## src/rtl/stopwatch_ctrl.sv

```systemverilog
// stopwatch_ctrl: run/pause/adjust sequencer and MM:SS BCD timekeeping for the stopwatch
// Ports:
//   clk, rst_n                                   system clock, async active-low reset
//   count_clk, adj_clk, fast_clk, blink_clk      divider square waves (1 Hz, 2 Hz, debounce, blink)
//   btn_pause, btn_rst                           raw buttons, active-high
//   sw_adj, sw_sel                               adjust enable, field select (0 = minutes, 1 = seconds)
//   min_tens, min_ones, sec_tens, sec_ones       BCD time digits
//   blank                                        per-digit blank {mt, mo, st, so}, 1 = dark
//   paused                                       1 while in PAUSE
module stopwatch_ctrl (
  input  logic       clk,
  input  logic       rst_n,
  input  logic       count_clk,
  input  logic       adj_clk,
  input  logic       fast_clk,
  input  logic       blink_clk,
  input  logic       btn_pause,
  input  logic       btn_rst,
  input  logic       sw_adj,
  input  logic       sw_sel,
  output logic [3:0] min_tens,
  output logic [3:0] min_ones,
  output logic [3:0] sec_tens,
  output logic [3:0] sec_ones,
  output logic [3:0] blank,
  output logic       paused
);
  typedef enum logic [1:0] {RUN, PAUSE, ADJ} state_t;
  state_t state, nstate, ret, nret;
  logic [7:0] s1, s2;
  logic [2:0] s3;
  logic [1:0] db, db_d;
  logic [1:0] cnt [2];
  logic [7:0] sec, mins, nsec, nmin;
  logic count_tick, adj_tick, fast_tick, blink, adj_on, sel, pause_press, clr_press;
  // bit order: 0 count, 1 adj, 2 fast, 3 blink, 4 pause, 5 clear, 6 sw_adj, 7 sw_sel
  always_ff @(posedge clk or negedge rst_n)
    if (!rst_n) begin
      s1 <= '0;
      s2 <= '0;
      s3 <= '0;
    end else begin
      s1 <= {sw_sel, sw_adj, btn_rst, btn_pause, blink_clk, fast_clk, adj_clk, count_clk};
      s2 <= s1;
      s3 <= s2[2:0];
    end
  assign count_tick  = s2[0] & ~s3[0];
  assign adj_tick    = s2[1] & ~s3[1];
  assign fast_tick   = s2[2] & ~s3[2];
  assign blink       = s2[3];
  assign adj_on      = s2[6];
  assign sel         = s2[7];
  assign pause_press = db[0] & ~db_d[0];
  assign clr_press   = db[1] & ~db_d[1];
  // a differing sample must repeat on three consecutive fast ticks before the level flips
  always_ff @(posedge clk or negedge rst_n)
    if (!rst_n) begin
      db   <= '0;
      db_d <= '0;
      cnt  <= '{default: 2'd0};
    end else begin
      db_d <= db;
      for (int i = 0; i < 2; i++)
        if (fast_tick) begin
          if (s2[4+i] == db[i]) cnt[i] <= 2'd0;
          else if (cnt[i] == 2'd2) begin
            db[i]  <= s2[4+i];
            cnt[i] <= 2'd0;
          end else cnt[i] <= cnt[i] + 2'd1;
        end
    end
  function automatic logic [7:0] inc59(input logic [7:0] v);
    return v[3:0] == 4'd9 ? {(v[7:4] == 4'd5 ? 4'd0 : v[7:4] + 4'd1), 4'd0} : {v[7:4], v[3:0] + 4'd1};
  endfunction
  always_comb begin
    nstate = state;
    nret   = ret;
    case (state)
      RUN:     if (adj_on) begin nstate = ADJ; nret = RUN; end
               else if (pause_press) nstate = PAUSE;
      PAUSE:   if (adj_on) begin nstate = ADJ; nret = PAUSE; end
               else if (pause_press) nstate = RUN;
      default: if (!adj_on) nstate = ret;
    endcase
  end
  // clear wins over any tick; a RUN-state tick still counts in the cycle a pause press lands
  always_comb begin
    nsec = sec;
    nmin = mins;
    if (clr_press) begin
      nsec = 8'h00;
      nmin = 8'h00;
    end else if (state == RUN && count_tick) begin
      nsec = inc59(sec);
      nmin = sec == 8'h59 ? inc59(mins) : mins;
    end else if (state == ADJ && adj_tick) begin
      nsec = sel ? inc59(sec) : sec;
      nmin = sel ? mins : inc59(mins);
    end
  end
  always_ff @(posedge clk or negedge rst_n)
    if (!rst_n) begin
      state  <= RUN;
      ret    <= RUN;
      sec    <= 8'h00;
      mins   <= 8'h00;
      blank  <= 4'b0000;
      paused <= 1'b0;
    end else begin
      state  <= nstate;
      ret    <= nret;
      sec    <= nsec;
      mins   <= nmin;
      blank  <= (nstate == ADJ && blink) ? (sel ? 4'b0011 : 4'b1100) : 4'b0000;
      paused <= nstate == PAUSE;
    end
  assign {min_tens, min_ones} = mins;
  assign {sec_tens, sec_ones} = sec;
endmodule

```

## config.mk

```make
export PLATFORM = sky130hd
export DESIGN_NAME = stopwatch_ctrl
export DESIGN_NICKNAME = d
export VERILOG_FILES = /design/src/rtl/stopwatch_ctrl.sv
export SDC_FILE = /design/constraint.sdc
export NUM_CORES = 1
export LEC_CHECK = 0
export ABC_AREA = 1
export CAP_MARGIN = 20
export CORE_ASPECT_RATIO = 0.6
export CORE_UTILIZATION = 25
export DETAILED_ROUTE_END_ITERATION = 10
export MAX_ROUTING_LAYER = met4
export PLACE_DENSITY_LB_ADDON = 0.2
export SYNTH_ARGS = -nofsm -noshare
export SYNTH_HDL_FRONTEND = slang
export SYNTH_SLANG_ARGS = --single-unit
```

## constraint.sdc

```tcl
create_clock -name clk -period 1.75 [get_ports clk]
set_input_delay 0.4375 -clock clk [delete_from_list [all_inputs] [get_ports clk]]
set_output_delay 0.4375 -clock clk [all_outputs]
set_load 0.1 [all_outputs]
```

==> out/metrics.yaml <==
fmax_ghz: 0.673
ys_ff_latch: 49
antenna_found_initial: 0
fin_crit_ns: 1.49
tightestPinTransition_ns: 0.444
seqPwrFrac: 0.359
clock-sinks: 49
netlist_area_mm2: 0.00225
grt_usage: 0.104
drtIter0Drc: 62
diodes: 0
ctsHoldBuffers: 0
grt_pass1_vias: 1546
drt-pass1-iter-count: 4
fin_nets: 290
vias_per_cell: 4.19
yosysWarnings: 0
tns_ns: 0
synth.top_cell.area_share: 0.546
routed_wl_um: 4240
core_mm2: 0.00862
cp_data_arrival_time_ns: 1.66
final_cell_mix: "nand2_1, dfrtp_1, inv_1, nand3_1, buf_12"
die_h_um: 75.4
area_delta_synth_final_pct: 36.3
gp_congestion: 0.814
critPathRequiredTime_ns: 1.93
rsz0062_at_grt: "false"
swShare: 0.426
status: "finished clean"
stdcell_count: 385
finalSetupViolCount: 0
port_buffers: 30
fin_area_mm2: 0.00306
pin_count: 31
power_uw: 4510
hp-class: "input pin to async pin"
comb_power_share: 0.423
busiest_layer: "met2"
cts_tree: "yes"
power.density_mw_per_mm2: 1470
clockPowerShare: 0.218
skew_ns: 0.00546
worstSetupEndpointType: "flop"
grt.met2_usage: 0.147
grt_start_max_net_pins: 50
initial_core_util: 0.261
hold_viol_final: 0
synthDistinctLibCells: 32
placed_area_mm2: 0.00291
dieArea_mm2: 0.00938
clk_latency_ns: 0.29
crit_path_start_kind: "flop"
fillers: 859
cp_max_fo: 5
relSlewSlack: 0.703
cts_root_buf: "clkbuf_16"
synthCells: 237
power.internal_uw: 2590
syn_area_per_cell_um2: 9.48
synth.area.top_cells: "dfrtp_1, nand2_1, nand3_1"
ant_nets: 0
cts_setup_buffers: 0
synth_top_area_cell: "dfrtp_1"
min_period_over_period: 0.849
grt_use_met3: 0.0316
clk_pin_slew_ns: 0.07
clk_path_buf_depth: 2
grt_pass1_wl_um: 7480
crit_type: "flop to flop"
routedWlPerCell_um: 11.0
cts_htree_levels: 2
drc_errors: 0
p_leak_uw: 0.00138
num_rows: 26
post_cts_resized: 0
layout_commonest_cell: "nand2_1"
p_sw_uw: 1920
drive_above_1_share: 0.253
peakVddDrop_uv: 699
final_util: 0.355
dp.final_hpwl_um: 3060
die_w_um: 124
drv_cap: 0
dp_cells: 377
slew_viol_final: 0
synth_nets: 255
numCtsBuffers: 5
grt_overflow: 0
vias: 1615
grt_use_met1: 0.145
seq_area_frac_synth: 0.546
per-layer routing:
layer	vias up	share of wire
li1	836	-
met2	30	0.41
met4	0	0.0024
met3	2	0.050
met1	747	0.54
met5	-	0
synth_stat cells, drive strengths merged:
master and n:
clkbuf 1, nand2 56, o21ai 13, nand3b 1, o31ai 1, nand3 24
o22ai 2, o21bai 1, buf 2, mux2i 1, nor2 19, inv 33
o211ai 1, ha 8, a21oi 2, xor2 3, nand4 8, nor3 7
or2 5, dfrtp 49
logic make-up after synthesis:
group,share of synthesized area
adder cells (fa/ha/maj),0.0445
XOR/XNOR,0.0117
multiplexers,0.00445
AND/OR/NAND/NOR,0.277
AO/OA/AOI/OAI,0.0523
buffers and inverters,0.0646
flip-flops,0.546
power by group through the flow:
stage	Combinational (uW)	Clock, uW	Sequential, uW
3_3_place_gp	1900	0	1640
2_1_floorplan	726	0	2160
5_1_grt	2060	1070	1670
6_report	1910	982	1620
3_5_place_dp	1920	0	1650
4_1_cts	1920	1010	1630
final cells by class:
class	instances	area, um2	area share
Clock buffer	6	139	0.0453
Sequential cell	49	1240	0.406
Clock inverter	2	13.8	0.00449
Timing Repair Buffer	31	526	0.172
Multi-Input combinational cell	152	876	0.286
Inverter	33	126	0.0413
Tap cell	112	140	0.0458
through the flow:
step	hold WS [ns]	worst slack [ns]
after CTS	0.145	0.264
after floorplan	0.142	0.0503
after global routing	0.167	0.0684
final	0.115	0.264
after global placement	0.332	0.303
after detailed placement	0.336	0.281
worst paths after layout:
check / from / endpoint / slack [ns] / depth (start not counted)
worst min-delay path: rst_n / sec[7] / 0.11 / 2
min in group clk: s1[6] / s2[6] / 0.35 / 0
worst max-delay path: sec[1] / mins[5] / 0.26 / 9
worst max register to register: sec[1] / mins[5] / 0.26 / 9
max in group asynchronous: rst_n / sec[5] / 1.36 / 2
worst min register to register: s1[6] / s2[6] / 0.35 / 0
sequential cells by signal, indices dropped and copies added, names as in the netlist:
| signal | cells |
|---|---|
| ret | 1 |
| db | 2 |
| s3 | 3 |
| cnt | 4 |
| sec | 8 |
| s2 | 8 |
| mins | 8 |
| db_d | 2 |
| state | 2 |
| paused | 1 |
| blank | 2 |
| s1 | 8 |
worst max-delay path, cell delays in order (launching register included):
cell and delay (ns):
dfrtp_2 0.45, inv_1 0.09, ha_1 0.15, nand2_1 0.06, nor2_2 0.17, nand2_1 0.10, nand3_2 0.11, nand3_2 0.11
nand2_1 0.07, nand2_1 0.05
Power figures use the tool's default switching activity.
